## src/rtl/solar_pkg.sv

```systemverilog
// Shared types and helpers for the solar stepper driver.
//   axis_state_e : per-axis FSM state (OFF, DEB, RUN, HOLD)
//   dir_e        : decoded request direction (NONE, FWD, REV)
//   decode_dir   : {fwd,rev} request pair to dir_e; a conflict (11) reads as NONE
//   idx_to_phase : 2-bit phase index to 4-bit one-hot coil pattern
package solar_pkg;

   typedef enum logic [1:0] {
      ST_OFF  = 2'd0,
      ST_DEB  = 2'd1,
      ST_RUN  = 2'd2,
      ST_HOLD = 2'd3
   } axis_state_e;

   typedef enum logic [1:0] {
      DIR_NONE = 2'd0,
      DIR_FWD  = 2'd1,
      DIR_REV  = 2'd2
   } dir_e;

   function automatic dir_e decode_dir(input logic fwd, input logic rev);
      dir_e d;
      case ({fwd, rev})
         2'b10:   d = DIR_FWD;
         2'b01:   d = DIR_REV;
         default: d = DIR_NONE;
      endcase
      return d;
   endfunction

   function automatic logic [3:0] idx_to_phase(input logic [1:0] idx);
      return 4'b0001 << idx;
   endfunction

endpackage

```

## src/rtl/stepper_axis.sv

```systemverilog
// One stepper axis: request debounce, step pacing, soft-limited position,
// and coil de-energize after idle.
//   clk, rst   : clock, synchronous active-high reset
//   fwd, rev   : direction requests (both high = no request)
//   phase      : registered wave-drive coil pattern, one-hot or 0000
//   pos        : registered step position
//   lim        : registered, request blocked by a soft limit this cycle
//   run_nxt    : next-state is RUN (lets the top register busy in step with state)
module stepper_axis
   import solar_pkg::*;
#(
   parameter int unsigned DEB_CYC  = 4,
   parameter int unsigned STEP_DIV = 8,
   parameter int unsigned HOLD_CYC = 16,
   parameter int unsigned POS_W    = 8,
   parameter int unsigned POS_MAX  = 200,
   parameter int unsigned POS_HOME = 100
) (
   input  logic             clk,
   input  logic             rst,
   input  logic             fwd,
   input  logic             rev,
   output logic [3:0]       phase,
   output logic [POS_W-1:0] pos,
   output logic             lim,
   output logic             run_nxt
);

   localparam int unsigned DEB_W  = $clog2(DEB_CYC + 1);
   localparam int unsigned STEP_W = $clog2(STEP_DIV + 1);
   localparam int unsigned HOLD_W = $clog2(HOLD_CYC + 1);

   localparam logic [DEB_W-1:0]  DEB_LAST  = DEB_W'(DEB_CYC - 1);
   localparam logic [STEP_W-1:0] STEP_LAST = STEP_W'(STEP_DIV - 1);
   localparam logic [HOLD_W-1:0] HOLD_LAST = HOLD_W'(HOLD_CYC - 1);
   localparam logic [POS_W-1:0]  POS_TOP   = POS_W'(POS_MAX);
   localparam logic [POS_W-1:0]  POS_RST   = POS_W'(POS_HOME);

   axis_state_e       state_q, state_d;
   dir_e              dir_q, dir_d;
   logic              prior_hold_q, prior_hold_d;
   logic [DEB_W-1:0]  deb_cnt_q, deb_cnt_d;
   logic [STEP_W-1:0] step_cnt_q, step_cnt_d;
   logic [HOLD_W-1:0] hold_cnt_q, hold_cnt_d;
   logic [1:0]        idx_q, idx_d;
   logic [POS_W-1:0]  pos_q, pos_d;
   logic [3:0]        phase_q, phase_d;
   logic              lim_q, lim_d;

   dir_e req;
   logic blocked;

   always_comb begin
      state_d      = state_q;
      dir_d        = dir_q;
      prior_hold_d = prior_hold_q;
      deb_cnt_d    = deb_cnt_q;
      step_cnt_d   = step_cnt_q;
      hold_cnt_d   = hold_cnt_q;
      idx_d        = idx_q;
      pos_d        = pos_q;
      phase_d      = phase_q;
      lim_d        = 1'b0;
      req          = decode_dir(fwd, rev);
      blocked      = ((dir_q == DIR_FWD) && (pos_q == POS_TOP)) ||
                     ((dir_q == DIR_REV) && (pos_q == '0));

      case (state_q)
         ST_OFF: begin
            phase_d = '0;
            if (req != DIR_NONE) begin
               state_d      = ST_DEB;
               dir_d        = req;
               deb_cnt_d    = DEB_W'(1);
               prior_hold_d = 1'b0;
            end
         end

         ST_DEB: begin
            // prior_hold remembers whether coils were energized on entry,
            // so an abandoned debounce falls back to HOLD rather than OFF.
            if (req == DIR_NONE) begin
               if (prior_hold_q) begin
                  state_d    = ST_HOLD;
                  hold_cnt_d = '0;
               end else begin
                  state_d = ST_OFF;
                  phase_d = '0;
               end
            end else if (req != dir_q) begin
               dir_d     = req;
               deb_cnt_d = DEB_W'(1);
            end else if (deb_cnt_q == DEB_LAST) begin
               state_d    = ST_RUN;
               phase_d    = idx_to_phase(idx_q);
               step_cnt_d = '0;
            end else begin
               deb_cnt_d = deb_cnt_q + DEB_W'(1);
            end
         end

         ST_RUN: begin
            if (req == DIR_NONE) begin
               state_d    = ST_HOLD;
               hold_cnt_d = '0;
            end else if (req != dir_q) begin
               state_d      = ST_DEB;
               dir_d        = req;
               deb_cnt_d    = DEB_W'(1);
               prior_hold_d = 1'b1;
            end else begin
               // Pacing keeps running while blocked; only the step itself is dropped.
               lim_d = blocked;
               if (step_cnt_q == STEP_LAST) begin
                  step_cnt_d = '0;
                  if (!blocked) begin
                     if (dir_q == DIR_FWD) begin
                        idx_d = idx_q + 2'd1;
                        pos_d = pos_q + POS_W'(1);
                     end else begin
                        idx_d = idx_q - 2'd1;
                        pos_d = pos_q - POS_W'(1);
                     end
                     phase_d = idx_to_phase(idx_d);
                  end
               end else begin
                  step_cnt_d = step_cnt_q + STEP_W'(1);
               end
            end
         end

         ST_HOLD: begin
            if (req != DIR_NONE) begin
               state_d      = ST_DEB;
               dir_d        = req;
               deb_cnt_d    = DEB_W'(1);
               prior_hold_d = 1'b1;
            end else if (hold_cnt_q == HOLD_LAST) begin
               state_d = ST_OFF;
               phase_d = '0;
            end else begin
               hold_cnt_d = hold_cnt_q + HOLD_W'(1);
            end
         end

         default: begin
            state_d = ST_OFF;
            phase_d = '0;
         end
      endcase
   end

   always_ff @(posedge clk) begin
      if (rst) begin
         state_q      <= ST_OFF;
         dir_q        <= DIR_NONE;
         prior_hold_q <= 1'b0;
         deb_cnt_q    <= '0;
         step_cnt_q   <= '0;
         hold_cnt_q   <= '0;
         idx_q        <= '0;
         pos_q        <= POS_RST;
         phase_q      <= '0;
         lim_q        <= 1'b0;
      end else begin
         state_q      <= state_d;
         dir_q        <= dir_d;
         prior_hold_q <= prior_hold_d;
         deb_cnt_q    <= deb_cnt_d;
         step_cnt_q   <= step_cnt_d;
         hold_cnt_q   <= hold_cnt_d;
         idx_q        <= idx_d;
         pos_q        <= pos_d;
         phase_q      <= phase_d;
         lim_q        <= lim_d;
      end
   end

   assign phase   = phase_q;
   assign pos     = pos_q;
   assign lim     = lim_q;
   assign run_nxt = (state_d == ST_RUN);

endmodule

```

## src/rtl/solar_stepper_drv.sv

```systemverilog
// Dual-axis wave-drive stepper driver fed by the solar tracker's direction requests.
//   clk, rst           : clock, synchronous active-high reset
//   mn, ms             : elevation forward / reverse request
//   me, mw             : azimuth forward / reverse request
//   az_phase, el_phase : coil drive, one-hot or 0000
//   az_pos, el_pos     : step positions
//   az_lim, el_lim     : request blocked by soft limit this cycle
//   busy               : either axis in RUN
module solar_stepper_drv
   import solar_pkg::*;
#(
   parameter int unsigned DEB_CYC  = 4,
   parameter int unsigned STEP_DIV = 8,
   parameter int unsigned HOLD_CYC = 16,
   parameter int unsigned POS_W    = 8,
   parameter int unsigned POS_MAX  = 200,
   parameter int unsigned POS_HOME = 100
) (
   input  logic             clk,
   input  logic             rst,
   input  logic             mn,
   input  logic             ms,
   input  logic             me,
   input  logic             mw,
   output logic [3:0]       az_phase,
   output logic [3:0]       el_phase,
   output logic [POS_W-1:0] az_pos,
   output logic [POS_W-1:0] el_pos,
   output logic             az_lim,
   output logic             el_lim,
   output logic             busy
);

   logic az_run_nxt, el_run_nxt;
   logic busy_q, busy_d;

   stepper_axis #(
      .DEB_CYC (DEB_CYC),
      .STEP_DIV(STEP_DIV),
      .HOLD_CYC(HOLD_CYC),
      .POS_W   (POS_W),
      .POS_MAX (POS_MAX),
      .POS_HOME(POS_HOME)
   ) u_az (
      .clk    (clk),
      .rst    (rst),
      .fwd    (me),
      .rev    (mw),
      .phase  (az_phase),
      .pos    (az_pos),
      .lim    (az_lim),
      .run_nxt(az_run_nxt)
   );

   stepper_axis #(
      .DEB_CYC (DEB_CYC),
      .STEP_DIV(STEP_DIV),
      .HOLD_CYC(HOLD_CYC),
      .POS_W   (POS_W),
      .POS_MAX (POS_MAX),
      .POS_HOME(POS_HOME)
   ) u_el (
      .clk    (clk),
      .rst    (rst),
      .fwd    (mn),
      .rev    (ms),
      .phase  (el_phase),
      .pos    (el_pos),
      .lim    (el_lim),
      .run_nxt(el_run_nxt)
   );

   // Registered from next-state so busy lines up with the RUN state flops.
   always_comb begin
      busy_d = az_run_nxt | el_run_nxt;
   end

   always_ff @(posedge clk) begin
      if (rst) busy_q <= 1'b0;
      else     busy_q <= busy_d;
   end

   assign busy = busy_q;

endmodule

```

## config.mk

```make
export PLATFORM = sky130hd
export DESIGN_NAME = solar_stepper_drv
export DESIGN_NICKNAME = d
export VERILOG_FILES = /design/src/rtl/solar_pkg.sv /design/src/rtl/stepper_axis.sv /design/src/rtl/solar_stepper_drv.sv
export SDC_FILE = /design/constraint.sdc
export NUM_CORES = 1
export LEC_CHECK = 0
export ABC_AREA = 1
export CORE_UTILIZATION = 50
export DETAILED_ROUTE_END_ITERATION = 10
export GPL_TIMING_DRIVEN = 0
export PLACE_DENSITY = 0.77
export SETUP_SLACK_MARGIN = 0.1
export SLEW_MARGIN = 20
export SYNTH_ARGS = -nofsm -noshare
export SYNTH_HDL_FRONTEND = slang
export SYNTH_SLANG_ARGS = --single-unit
```

## constraint.sdc

```tcl
create_clock -name clk -period 3.75 [get_ports clk]
set_input_delay 0.75 -clock clk [delete_from_list [all_inputs] [get_ports clk]]
set_output_delay 0.75 -clock clk [all_outputs]
set_load 0.01 [all_outputs]
```

==> results summary, run 1 <==
The flow ran to the end, and the final reports show no timing, DRC or antenna violations. The area fraction in and, or, nand and nor cells after synthesis is between 20% and 30%. Walking the worst path, the cells encountered are clkdlybuf4s50_1 -> inv_1 -> ha_1 -> buf_2 -> inv_2 -> nand2_1 -> nor3_1 -> nand2_1 -> buf_2 -> a21oi_1 -> o21ai_0. The area of placed instances is 4760 um2. For the pin with the worst max-slew slack, the measured transition is 740 ps. The worst-case clock skew is between 10 and 15 ps.

The main combinational cell family by area after synthesis is simple AND/OR/NAND/NOR gates. The detailed placer's ending HPWL is between 7 and 8 mm. Data on the critical path arrives at its endpoint at between 2000 and 3000 ps. The area overhead of the layout relative to synthesis came out at 16.5%.

The cell with the most instances after synthesis is nand2_1. The final-layout setup total negative slack came out at 0 ps. The number of buffers created by CTS came out at 9. The number of post-CTS setup repair buffers is 0. In this run the worst path has a maximum fanout of 10. The combined buffer and inverter count along the critical path is 5. The number of nets produced by synthesis came out at 670. The number of global-route vias before repair is approximately 3.7k. Setup violations remaining at the end of the flow were counted as 0. The max-cap violation count came out at 0. The worst setup path is captured at a flip-flop. For this run, the top clock speed supported by timing is ~0.38 GHz. The count of pins on the block boundary is 33. The kind of cell adding the most delay to the critical path is buffers and inverters. The number of synthesized flops with an enable pin came out at 0. The site row count is 33. The quantity of gates resized following cts came out at 0. The synthesized area divided by synthesized cell count came out at about 7.0 um2. The first-pass iteration count of the detailed router is 5. The clock edge transition at the registers on the reported setup and hold paths is approximately 70 ps. The flip-flop and latch count after synthesis came out at 65. After synthesis, the share of flip-flops with an asynchronous set or reset is 0%. STA classifies the critical path startpoint as an input port. The max-slew headroom at the worst pin is 50.7%. The worst hold-check path type is reg2reg. The static leakage came out at 2.22 nW.

Of the synthesized area, sequential elements account for between 30% and 40%. For this design, the slowest cell found on the critical path is clkdlybuf4s50_1. The count of distinct cell types in the synthesized netlist is 41. The area of the mapped netlist is ~4300 um2. The total number of H-tree levels came out at 3. Setup repair after global routing left no endpoint under its margin. Ranked by total cell area, the synthesized netlist is headed by dfxtp_1, ha_1, nand2_1, a21oi_1, inv_1.

STA puts the critical path data required time at between 3000 and 4000 ps. Counting I/O delays and the setup requirement, the final critical path takes 2630 ps. The share of cells above drive strength 1 is between 6 and 7%. The highest cell delay on the worst timing path came out at about 480 ps.

The die area is 8990 um2. The maximum number of buffers from clock root to sink came out at 2. The cell area after layout came out at between 5000 and 6000 um2.

The area share of the largest cell type after synthesis is between 30% and 40%. The synthesized design spends more area on one cell type than any other, namely dfxtp_1. Entering global routing, the biggest net connects 12 pins. The count of antenna-violating nets left after detailed routing came out at 0. The portion of synthesized area spent on multiplexers is 0%.

The number of antenna diodes came out at 0. In the final routed layout, each cell accounts on average for about 13 um. The maximum ir drop on the vdd rail is approximately 0.00024 V.

During synthesis, Yosys emitted a total of 0 warnings. The count of pins over their slew limit came out at 0. The type of the worst setup path is in2reg.

The chip height came out at 94.8 um. The source-to-sink clock delay at the later pin of the worst-skew pair is between 300 and 400 ps. The number of buffers inserted by hold repair at cts came out at 0. The number of port buffers is 32. The synthesized netlist devotes 2.85% of its cell area to XOR and XNOR gates.

After detailed routing, the total wire length is around 10 mm. The initial antenna violation count is 0. The floorplan step set the die width to roughly 95 um. TritonCTS built the clock tree. Summing the areas of all fa, ha and maj instances in the mapped netlist gives between 10% and 20% of the synthesized area. The total routing usage reported by global routing is 23.9%. The fraction of the mapped netlist area in compound gates is ~16%. After floorplanning, the core was sized to cover 8260 um2. In the finished design, the share of the clock period the worst path needs comes to 70.2%.

The total overflow left after global routing is 0. The effective utilization at floorplan is 52.2%. Synthesis handed over a netlist of 616 instances. The number of vias per cell after detailed routing came out at 5.48. The first global-routing pass estimated around 17 mm of wire. The total power per unit cell area came out at approximately 390 nW/um2.

The global placer's final weighted congestion is between 0.9 and 1. The first routing iteration left between 200 and 250 violations. In the synthesized netlist, the cells that appear most often are nand2_1, inv_1, dfxtp_1, a21oi_1, ha_1. The number of DRC violations after detailed routing came out at 0.

The final-stage net count came out at 713. The count of final hold-check violations is 0. The number of vias after detailed routing is approximately 4.2k.

The cell sitting at the root of the clock tree is a clkbuf_8. The total number of clock tree sinks came out at 65. The most common flop cell mapped by yosys is dfxtp_1.
sequential cells by signal (all words and copies together) (netlist names), 3 cells and up:
signal,count
u_az.pos,8
u_el.hold_cnt_q,5
u_el.phase,4
u_az.phase,4
u_el.step_cnt_q,4
u_az.step_cnt_q,4
u_az.hold_cnt_q,5
u_el.deb_cnt_q,3
u_el.pos,8
u_az.deb_cnt_q,3
tightest hold or removal path, stage by stage, from the launching register on:
cell and delay [ps]:
dfxtp_1 300, inv_1 60, a21oi_1 50
cell families (layout without fill, tap and decap cells):
kind of cell	count (synthesis)	after routing
xor+xnor	14	14
buf+inv	96	144
fa+ha+maj	48	48
compound gates	124	124
flops	65	65
simple gates	269	269
power breakdown:
| part | internal (W) | switching, W | total (W) |
|---|---|---|---|
| sequential | 0.000723 | 0.0000239 | 0.000747 |
| combinational | 0.000147 | 0.000267 | 0.000414 |
| clock | 0.000507 | 0.000280 | 0.000787 |
placed cells by master, fill, tap and decap left out, types with 3 or more instances in the layout:
cell type / netlist / final
dfxtp_1: 65 / 65
nand4_1: 16 / 16
clkbuf_8: 0 / 9
clkbuf_1: 8 / 9
clkdlybuf4s50_1: 0 / 32
nor3_1: 15 / 15
a211oi_1: 3 / 3
nand3_1: 40 / 40
a21oi_1: 63 / 63
a32o_1: 4 / 4
ha_1: 46 / 46
xnor2_1: 4 / 4
o21ai_0: 33 / 33
nand2_2: 4 / 4
o21ai_1: 8 / 8
inv_2: 8 / 8
xor2_1: 10 / 10
nand2_1: 130 / 130
bufinv_16: 0 / 4
nor3b_1: 4 / 4
nor2_1: 45 / 45
a21boi_0: 3 / 3
buf_2: 5 / 5
inv_1: 72 / 72
through the flow:
step	utilization, %	worst slack, ps	std cells	power, W	hold WS (ps)
after floorplan	-	1610	616	0.00107	433
after detailed placement	57.6	810	753	0.00117	456
final	60.8	1120	769	0.00195	462
after global placement	57.6	831	753	0.00115	445
after global routing	60.8	936	769	0.00205	487
after CTS	60.8	1170	769	0.00195	468
final timing paths:
check,start,endpoint,slack [ps],depth (start not counted)
max,me,u_az.pos[6],1120,11
min,u_el.deb_cnt_q[2],u_el.deb_cnt_q[2],460,2
max reg2reg,u_az.state_q[0],u_az.pos[6],1660,9
min reg2reg,u_el.deb_cnt_q[2],u_el.deb_cnt_q[2],460,2
area by class of cell:
cell class	instances	area, um2
multi-input cells	455	2630
repair buffers	32	320
clock buffers	10	128
clock inverters	6	130
inverters	82	310
flip-flops and latches	65	1300
plain buffers	14	62.6
well taps	105	131
fillers	776	3240
routing by layer:
metal	part of all wire [%]	global-route usage, %	up-vias
met5	0	0	-
met4	1.8	7.83	0
met3	5.0	4.83	20
met2	46	39.0	135
met1	47	31.4	1919
li1	-	-	2142
(Power assumes the default switching activity.)
==> inputs of run 2 (changes only) <==
clock period = 2.5 ns   (was 3.75 ns; I/O delays follow)
==> run 2 against run 1 <==
Core utilization rose by 0.26 points. Sequential power grew 50%. Register-to-register slack got worse by 1200 ps. Global-route usage did not move. Final area increased by 0.42%. Worst hold slack about the same. Clock power is 50% higher. Critical path depth did not move. Clock-buffer cell count is the same. Critical path type unchanged. Critical endpoint is now u_az.pos[5]. Largest cell class unchanged. Highest routed layer unchanged.
==> results summary, run 2 (synthesis gave the netlist of run 1 again) <==
The number of post-CTS setup repair buffers came out at 0. The count of filler cells inserted in the layout is ~770. The worst setup slack before clock tree synthesis is -190 ps. Derived from the worst setup path, the maximum achievable clock frequency is between 0.4 and 0.5 GHz. The maximum number of buffers from clock root to sink is 2.

met2 is the most crowded layer. The die area is approximately 9000 um2. The library cell used most frequently in the layout, excluding fill and tap cells, is nand2_1. The data arrival time of the critical path came out at about 2500 ps. The area of the multi-input gates came out at 2650 um2. The count of pins over their slew limit is 0.

After legalization and detailed placement, the total HPWL measured around 7.5 mm. The share of cells above drive strength 1 came out at 7.53%. The number of vias per cell after detailed routing came out at 5.49. Setup repair after global routing left no endpoint under its margin. The initial antenna violation count came out at 0.

The number of global-route vias before repair is about 3.7k. The max-cap violation count is 0. Clock tree synthesis found a total of 65 sinks.

The chip height came out at 94.8 um. The post-route clock period utilization is around 92%. For the final routed database, the setup TNS stands at 0 ps.

The register area is between 1000 and 1500 um2. The worst path required time is around 2700 ps. The number of DRC violations after detailed routing came out at 0. In the layout the commonest cells are nand2_1, inv_1, dfxtp_1, a21oi_1. For this block, the routed nets add up to approximately 10 mm of wire. For this run, the post-layout net count is 713.

The met2 global-route usage is approximately two fifths. The pin count of the biggest net entering global routing came out at 12. The worst pin sits at a relative slew slack of a little under 50%. The buffer cell driving the clock tree root is clkbuf_8. On the final layout, the worst hold slack is about 460 ps. The worst hold path belongs to the class reg2reg. The number of buffers created by CTS is 9. The total congestion overflow is 0. On the critical path, the stage with the largest delay is an instance of clkdlybuf4s50_1. The effective utilization at floorplan came out at 52.2%. The worst path meets setup with approximately 210 ps of slack. At the end of routability-driven placement, the weighted congestion stood at roughly 0.94. After layout, the minimum clock period comes to 2290 ps. The global routing usage on met1 is between 30% and 40%. After clock tree synthesis, the clock-pin slew on the worst setup and hold paths is roughly 70 ps.

The source-to-sink clock delay at the later pin of the worst-skew pair is about 350 ps. In this run the remaining antenna-violating nets after routing total 0. Summing internal, switching and leakage power gives 0.00293 W. The run finished with clean final reports.

The first global-routing pass estimated 16.7 mm of wire. STA classifies the critical path startpoint as an input port. Across the VDD grid, the largest voltage drop is approximately 0.00037 V. The worst-case clock skew is a little over 10 ps.

Global routing consumed, on the met3 layer, under 10% of the routing resources. 0 antenna diodes ended up in the layout. The site row count is 33.

The total area inside the core boundary comes to approximately 8300 um2. The critical-path maximum fanout is 10. STA classifies the critical path endpoint as a flip-flop.

The initial detailed-routing violation count came out at roughly 220. The count of pins on the block boundary is 33. The die span in x is roughly 95 um. The count of final hold-check violations came out at 0.

The number of port buffers is 32. The total power per unit cell area is roughly 580 nW/um2. The highest cell delay on the worst timing path came out at approximately 480 ps. The signal on the critical path passes through clkdlybuf4s50_1 -> inv_1 -> ha_1 -> buf_2 -> inv_4 -> nand2_1 -> nor3_2 -> nand2_1 -> buf_2 -> a21oi_1 -> o21ai_0. The pre-antenna-repair detailed-routing pass consisted of 7 iterations. Setup violations remaining at the end of the flow were counted as 0. The total routing usage reported by global routing is about a quarter. The H-tree generated during clock tree synthesis spans 3 levels. The worst setup path is of the in2reg kind. The routed wire length per instance came out at 13.3 um. The static leakage came out at approximately 2.2 nW. TritonCTS built the clock tree. The number of vias after detailed routing came out at ~4.2k. The pin slew with the least headroom to its limit came out at between 700 and 800 ps. The area overhead of the layout relative to synthesis came out at 17.0%.
==> run 2: critical path, delay by kind of cell <==
family | cells | cell delay, ps
AND/OR/NAND/NOR | 3 | 490
buffers and inverters | 5 | 1030
adder cells (fa/ha/maj) | 1 | 280
AO/OA/AOI/OAI | 2 | 210
==> run 2: what timing repair did <==
| item | CTS | global route |
|---|---|---|
| endpoints found under the hold margin | 0 | 0 |
| hold buffers | 0 | 0 |
| resized for setup | 0 | 8 |
| endpoints found under the setup margin | 0 | 15 |
==> run 2: worst paths after layout <==
| check | slack, ps | start | to | cells after the start |
|---|---|---|---|---|
| hold reg to reg | 460 | u_el.deb_cnt_q[2] | u_el.deb_cnt_q[2] | 2 |
| setup reg to reg | 450 | u_az.state_q[0] | u_az.pos[5] | 9 |
| setup / recovery | 210 | me | u_az.pos[5] | 11 |
| hold / removal | 460 | u_el.deb_cnt_q[2] | u_el.deb_cnt_q[2] | 2 |
==> run 2: stage by stage <==
step | instances | instance area, um2 | utilization, %
after detailed placement | 753 | 4760 | 57.6
after global routing | 769 | 5040 | 61.0
final | 769 | 5040 | 61.0
after floorplan | 616 | 4310 | -
after CTS | 769 | 5020 | 60.8
after global placement | 753 | 4760 | 57.6
==> run 2: power breakdown <==
| group | internal [W] | switching (W) | leakage, nW |
|---|---|---|---|
| sequential | 0.00108 | 0.0000354 | 0.528 |
| clock | 0.000760 | 0.000417 | 0.130 |
| combinational | 0.000223 | 0.000405 | 1.56 |
==> run 2: final cells by class <==
| cell class | instances | area share [%] |
|---|---|---|
| Multi-Input combinational cell | 455 | 52.6 |
| Tap cell | 105 | 2.61 |
| Clock inverter | 6 | 2.58 |
| Clock buffer | 10 | 2.53 |
| Inverter | 82 | 6.21 |
| Buffer | 14 | 1.24 |
| Sequential cell | 65 | 25.8 |
| Timing Repair Buffer | 32 | 6.36 |
==> run 2: routing by layer <==
metal,vias to the layer above,routed length (um)
li1,2143,-
met1,1923,4810
met2,129,4720
met3,27,523
met4,0,209
met5,-,0
